<file path="config.mk">
export PLATFORM = sky130hd
export DESIGN_NAME = pcx_req_bridge
export DESIGN_NICKNAME = d
export VERILOG_FILES = /design/src/rtl/pcx_req_bridge.sv
export SDC_FILE = /design/constraint.sdc
export NUM_CORES = 2
export LEC_CHECK = 0
export ABC_CLOCK_PERIOD_IN_PS = 19400
export CAP_MARGIN = 0
export CORE_ASPECT_RATIO = 0.7
export CORE_MARGIN = 3
export CORE_UTILIZATION = 35
export CTS_CLUSTER_DIAMETER = 80
export DETAILED_ROUTE_END_ITERATION = 12
export SLEW_MARGIN = 15
export SYNTH_ARGS = -nofsm -noshare
export SYNTH_HDL_FRONTEND = slang
export SYNTH_SLANG_ARGS = --single-unit
</file>
<file path="constraint.sdc">
create_clock -name gclk -period 19.4 [get_ports gclk]
set_clock_uncertainty 0.1 [all_clocks]
set_input_delay 5.82 -clock gclk [delete_from_list [all_inputs] [get_ports gclk]]
set_output_delay 5.82 -clock gclk [all_outputs]
set_load 0.01 [all_outputs]
</file>
<file path="src/rtl/pcx_req_bridge.sv">
//-----------------------------------------------------------------------------
// pcx_req_bridge
//
// Purpose:
//   Bridges the sparc core's PCX request interface into a circular FIFO for a
//   downstream consumer. The core presents a one-hot destination request in
//   stage PQ and the matching 124-bit payload one cycle later in stage PA.
//   The bridge registers the request (dest + atom) in a single request stage
//   and writes it into the FIFO tail together with the payload in the next
//   cycle, so back-to-back requests stream with no bubble.
//
//   The consumer sees the head entry combinationally. A head entry that opens
//   an atomic pair is held back until its partner is also queued, so a pair
//   can never be split by a stall between its two packets. Each pop returns a
//   registered per-destination grant to the core in the following cycle.
//
//   The bridge does no credit tracking: a write into a full FIFO with no
//   simultaneous pop is dropped and raises the sticky overflow flag. A request
//   with more than one destination bit set is discarded and raises the sticky
//   illegal-request flag. Both flags clear synchronously on err_clr, with a
//   new error in the same cycle taking priority over the clear.
//
// Parameters:
//   DEPTH               FIFO entry count, power of two in 2..16.
//
// Ports:
//   gclk                in   1    clock, all state on rising edge
//   reset               in   1    asynchronous active-high reset
//   spc_pcx_req_pq      in   5    one-hot destination request, 0 = idle
//   spc_pcx_atom_pq     in   1    first packet of an atomic pair
//   spc_pcx_data_pa     in   124  payload, one cycle after its request
//   pcx_spc_grant_px    out  5    registered grant, dest of last-cycle pop
//   pcx_fifo_valid      out  1    head entry available
//   pcx_fifo_ready      in   1    consumer accepts head entry
//   pcx_fifo_dest       out  5    head entry destination
//   pcx_fifo_atom       out  1    head entry atomic bit
//   pcx_fifo_data       out  124  head entry payload
//   pcx_fifo_count      out  5    occupied entries, 0..DEPTH
//   pcx_err_ovf         out  1    sticky overflow flag
//   pcx_err_req         out  1    sticky illegal-request flag
//   err_clr             in   1    synchronous clear of both sticky flags
//-----------------------------------------------------------------------------
module pcx_req_bridge #(
  parameter int DEPTH = 16
) (
  input  logic         gclk,
  input  logic         reset,
  input  logic [4:0]   spc_pcx_req_pq,
  input  logic         spc_pcx_atom_pq,
  input  logic [123:0] spc_pcx_data_pa,
  output logic [4:0]   pcx_spc_grant_px,
  output logic         pcx_fifo_valid,
  input  logic         pcx_fifo_ready,
  output logic [4:0]   pcx_fifo_dest,
  output logic         pcx_fifo_atom,
  output logic [123:0] pcx_fifo_data,
  output logic [4:0]   pcx_fifo_count,
  output logic         pcx_err_ovf,
  output logic         pcx_err_req,
  input  logic         err_clr
);

  localparam int             AW        = (DEPTH > 2) ? $clog2(DEPTH) : 1;
  localparam logic [4:0]     DEPTH_CNT = 5'(DEPTH);
  localparam logic [AW-1:0]  PTR_ONE   = AW'(1);

  // True when exactly one bit of the 5-bit request vector is set.
  function automatic logic is_onehot5(input logic [4:0] v);
    logic [4:0] v_m1;
    v_m1 = v - 5'd1;
    return (v != 5'd0) && ((v & v_m1) == 5'd0);
  endfunction

  // Request stage (PQ -> PA)
  logic        stage_vld;
  logic [4:0]  stage_dest;
  logic        stage_atom;

  // FIFO storage: split into per-field arrays, payload has no reset
  logic [4:0]   mem_dest [DEPTH];
  logic         mem_atom [DEPTH];
  logic [123:0] mem_data [DEPTH];

  logic [AW-1:0] rd_ptr;
  logic [AW-1:0] wr_ptr;
  logic [4:0]    count;

  logic        req_legal;
  logic        req_illegal;
  logic        full;
  logic        head_atom;
  logic        head_valid;
  logic        pop;
  logic        wr_en;
  logic        ovf_event;
  logic        grant_q;
  logic [4:0]  grant;
  logic        err_ovf;
  logic        err_req;

  // Classify the incoming PQ request as legal one-hot or illegal multi-hot.
  always_comb begin
    req_legal   = 1'b0;
    req_illegal = 1'b0;
    if (is_onehot5(spc_pcx_req_pq)) begin
      req_legal = 1'b1;
    end else if (spc_pcx_req_pq != 5'd0) begin
      req_illegal = 1'b1;
    end else begin
      req_legal   = 1'b0;
      req_illegal = 1'b0;
    end
  end

  // Register a legal request's dest and atom bit for the PA-stage write.
  always_ff @(posedge gclk or posedge reset) begin
    if (reset) begin
      stage_vld  <= 1'b0;
      stage_dest <= 5'd0;
      stage_atom <= 1'b0;
    end else begin
      stage_vld <= req_legal;
      if (req_legal) begin
        stage_dest <= spc_pcx_req_pq;
        stage_atom <= spc_pcx_atom_pq;
      end
    end
  end

  // Head qualification, pop and write-acceptance decisions.
  always_comb begin
    full      = (count == DEPTH_CNT);
    head_atom = mem_atom[rd_ptr];
    // An atomic head is only released once its partner is also queued.
    if (count == 5'd0) begin
      head_valid = 1'b0;
    end else if (head_atom) begin
      head_valid = (count >= 5'd2);
    end else begin
      head_valid = 1'b1;
    end
    pop = head_valid && pcx_fifo_ready;
    // A pop in the same cycle frees the slot, so a full FIFO still accepts.
    wr_en     = stage_vld && (!full || pop);
    ovf_event = stage_vld && full && !pop;
  end

  // Write the staged request plus PA payload into the FIFO tail.
  always_ff @(posedge gclk) begin
    if (wr_en) begin
      mem_dest[wr_ptr] <= stage_dest;
      mem_atom[wr_ptr] <= stage_atom;
      mem_data[wr_ptr] <= spc_pcx_data_pa;
    end
  end

  // Pointer and occupancy bookkeeping; pointers wrap naturally at DEPTH.
  always_ff @(posedge gclk or posedge reset) begin
    if (reset) begin
      wr_ptr <= '0;
      rd_ptr <= '0;
      count  <= 5'd0;
    end else begin
      if (wr_en) begin
        wr_ptr <= wr_ptr + PTR_ONE;
      end
      if (pop) begin
        rd_ptr <= rd_ptr + PTR_ONE;
      end
      case ({wr_en, pop})
        2'b10:   count <= count + 5'd1;
        2'b01:   count <= count - 5'd1;
        default: count <= count;
      endcase
    end
  end

  // Grant returns the popped entry's destination one cycle after the pop.
  always_ff @(posedge gclk or posedge reset) begin
    if (reset) begin
      grant   <= 5'd0;
      grant_q <= 1'b0;
    end else begin
      grant_q <= pop;
      if (pop) begin
        grant <= mem_dest[rd_ptr];
      end else begin
        grant <= 5'd0;
      end
    end
  end

  // Sticky error flags; a new error wins over a same-cycle clear.
  always_ff @(posedge gclk or posedge reset) begin
    if (reset) begin
      err_ovf <= 1'b0;
      err_req <= 1'b0;
    end else begin
      if (ovf_event) begin
        err_ovf <= 1'b1;
      end else if (err_clr) begin
        err_ovf <= 1'b0;
      end
      if (req_illegal) begin
        err_req <= 1'b1;
      end else if (err_clr) begin
        err_req <= 1'b0;
      end
    end
  end

  assign pcx_spc_grant_px = grant_q ? grant : 5'd0;
  assign pcx_fifo_valid   = head_valid;
  assign pcx_fifo_dest    = mem_dest[rd_ptr];
  assign pcx_fifo_atom    = head_atom;
  assign pcx_fifo_data    = mem_data[rd_ptr];
  assign pcx_fifo_count   = count;
  assign pcx_err_ovf      = err_ovf;
  assign pcx_err_req      = err_req;

endmodule

</file>
==> flow_metrics.env <==
export IMPL_wl_mm=205
export IMPL_post_route_util_pct=41.2
export IMPL_synth_top_family_by_area="multiplexers"
export IMPL_grt_pass1_vias=39800
export IMPL_die_height_um=407
export IMPL_cp_start_kind="flip-flop"
export IMPL_drt_first_pass_iters=5
export IMPL_regToRegSetupSlack_ns=13.21
export IMPL_most_common_layout_cells="edfxtp_1, mux2i_1, clkdlybuf4s50_1"
export IMPL_vias_per_cell=5.38
export IMPL_worstMarginPinSlew_ns=1.17
export IMPL_coreArea_mm2=0.227
export IMPL_grt_pass1_wl_mm=292
export IMPL_io_pins=277
export IMPL_clkLatencyLatePin_ns=0.85
export IMPL_die_w_um=579
export IMPL_maxSlewViolCount=0
export IMPL_synth_cells=3883
export IMPL_port_buffers=276
export IMPL_powerDensity_mw_per_mm2=143
export IMPL_clkTransAtPathRegs_ns=0.06
export IMPL_n_fill_cell=19800
export IMPL_rr_startpoint="rd_ptr[0]"
export IMPL_max_cap_violations=0
export IMPL_p_leak_nw=30.2
export IMPL_synth_simple_area_share_pct=0.979
export IMPL_fin_ws_ns=7.47
export IMPL_synth_fa_ha_area_share_pct=0.149
export IMPL_critical_path_buf_inv_count=4
export IMPL_synthXorXnorAreaFrac_pct=0.0872
export IMPL_ir_drop_v=0.000136
export IMPL_grt_antenna_before_repair=33
export IMPL_synth_top_cell_by_area="edfxtp_1"
export IMPL_ys_warnings_count=0
export IMPL_detail_route_wl_per_cell_um=27.5
export IMPL_max_freq_ghz=0.0838
export IMPL_period_share_pct=61.5
export IMPL_place_detailed_hpwl_mm=98.1
export IMPL_critical_path_top_delay_family="buffers and inverters"
export IMPL_synth_area_top_cells="edfxtp_1, mux4_2, mux2i_1, a221oi_1, a22oi_1"
export IMPL_ys_ff_latch=2108
export IMPL_ant_nets=0
export IMPL_crit_start="rd_ptr[2]"
export IMPL_post_route_min_period_ns=11.93
export IMPL_ys_seq_area_share_pct=78.6
export IMPL_num_vias=40000
export IMPL_cp_depth=8
export IMPL_hold_class="reg -> reg"
export IMPL_register_area_mm2=0.0632
export IMPL_cts_sinks=2108
export IMPL_place_congestion=0.714
export IMPL_reg2reg_to="pcx_fifo_count[4]"
export IMPL_arrival_ns=6.01
export IMPL_fin_nets=4363
export IMPL_hold_buffers=0
export IMPL_numCtsBuffers=206
export IMPL_muxShareOfSynthArea_pct=13.9
export IMPL_cts_root_buffer="clkbuf_16"
export IMPL_syn_num_nets=4026
export IMPL_outcome="complete, no violations"
export IMPL_synth_area_mm2=0.0804
export IMPL_crit_end="pcx_fifo_data[73]"
export IMPL_critPathKind="reg -> out"
export IMPL_drive_gt1_share_pct=15.2
export IMPL_rsz0062_at_grt="false"
export IMPL_critPathMostFrequentCell="buf_4"
export IMPL_area_growth_pct=16.4
export IMPL_grtUsageTotal_pct=17.1
export IMPL_cts_resized=0
export IMPL_fp_dieArea_mm2=0.236
export IMPL_cp_end_kind="primary output"
export IMPL_yosysUniqueCellTypes=46
export IMPL_cpMaxStageDelayCell="dfrtp_4"
export IMPL_htreeDepth=4
export IMPL_postCtsSetupBuffers=0
export IMPL_multi_input_area_mm2=0.0164
export IMPL_grt_max_degree=155
export IMPL_crit_required_ns=13.48
export IMPL_synth_compound_area_share_pct=5.10
export IMPL_clockBufferDepth=4
export IMPL_max_slew_margin_pct=21.8
export IMPL_pre_cts_slack_ns=8.37
export IMPL_setup_violations=0
export IMPL_rows=146
export IMPL_crit_chain="inv_1 -> nor2_4 -> buf_4 -> buf_4 -> a221oi_1 -> o21ai_0 -> nand2_1 -> clkdlybuf4s50_1"
export IMPL_cpPeakStageDelay_ns=1.00
export IMPL_reg2reg_depth=13
export IMPL_fin_hold_ws_ns=0.440
export IMPL_synth_top_area_share_pct=77.7
export IMPL_initial_utilization_pct=35.4
export IMPL_final_common_cell="edfxtp_1"
export IMPL_syn_area_per_cell_um2=20.7
export IMPL_grt_overflow=0
export IMPL_hold_viol=0
export IMPL_first_iter_violations=4602
export IMPL_drc=0
export IMPL_tritoncts="done"
export IMPL_path_max_fanout=70
## worst min-delay path: cells and delay by family (launching register included)
family                 cells  cell delay [ns]
flip-flops                 1             0.38
AO/OA/AOI/OAI              1             0.06
buffers and inverters      1             0.05
## sequential cells by signal, indices dropped and copies added, names as in the netlist
signal and flops:
grant 5, grant_q 1, mem_atom 16, mem_data 1984
mem_dest 80, pcx_err_ovf 1, pcx_err_req 1, pcx_fifo_count 5
rd_ptr 4, stage_atom 1, stage_dest 5, stage_vld 1
wr_ptr 4
## cell type report
class	count	share of cell area (%)
flip-flops and latches	2108	67.5
well taps	3034	4.06
multi-input cells	1539	17.5
clock inverters	110	1.18
diodes	17	0.0455
inverters	15	0.0695
clock buffers	264	5.93
repair buffers	350	3.72
## synth_stat cells (all sizes together)
cell     instances
edfxtp        2080
mux2i          517
mux4           263
a221oi         258
nand2          139
clkbuf         138
o21ai          137
a22oi          128
buf             83
dfrtp           28
inv             14
a21oi           12
and2            10
nor2             9
ha               8
nor3             8
mux2             7
nor4             7
xnor2            6
nand3            5
a21o             3
nor2b            2
o211ai           2
or4              2
xor2             2
a211oi           1
a221o            1
a22o             1
a2bb2oi          1
a32o             1
clkinv           1
fa               1
nand2b           1
nand4            1
nor3b            1
o21a             1
o21bai           1
o221ai           1
o22ai            1
o31ai            1
## power breakdown
part | switching, mW | total [mW] | internal (mW)
combinational | 2.34 | 4.11 | 1.76
sequential | 0.139 | 5.31 | 5.17
clock | 1.70 | 3.97 | 2.27
total | 4.18 | 13.4 | 9.21
## logic make-up (layout without fill, tap and decap cells)
logic type	count (synthesis)	after routing
DFF	2108	2108
muxes	787	787
AOI/OAI and AO/OA	550	550
buffers and inverters	236	739
and+or+nand+nor	185	185
adders and majority gates	9	9
xor gates and xnor gates	8	8
other	0	17
## metal layers
metal	track usage [%]	up-vias	part of all wire, %
met5	0	-	0.035
met4	4.17	10	2.2
met3	3.46	277	7.0
met2	26.4	1432	46
met1	24.8	21200	45
li1	-	17100	-
## how the worst min path moves through the flow
stage	slack, ns	to	cells past startpoint	startpoint
finish	0.44	pcx_err_req	2	pcx_err_req
CTS	0.44	pcx_err_ovf	2	pcx_err_ovf
global placement	0.42	pcx_err_req	2	pcx_err_req
global route	0.48	pcx_err_ovf	2	pcx_err_ovf
floorplan	0.45	pcx_err_req	2	pcx_err_req
detailed placement	0.42	pcx_err_req	2	pcx_err_req
## per-stage QoR
| stage | power [mW] | std cells | instance area (um2) | setup TNS (ns) |
|---|---|---|---|---|
| 6_report | 13.4 | 7437 | 93600 | 0 |
| 4_1_cts | 13.6 | 7419 | 93500 | 0 |
| 2_1_floorplan | 7.86 | 3883 | 80400 | -74.96 |
| 3_5_place_dp | 9.58 | 7045 | 86800 | 0 |
| 3_3_place_gp | 9.56 | 7045 | 86800 | 0 |
| 5_1_grt | 14.0 | 7424 | 93500 | 0 |
Note: power is estimated with default switching activity, not from simulation.
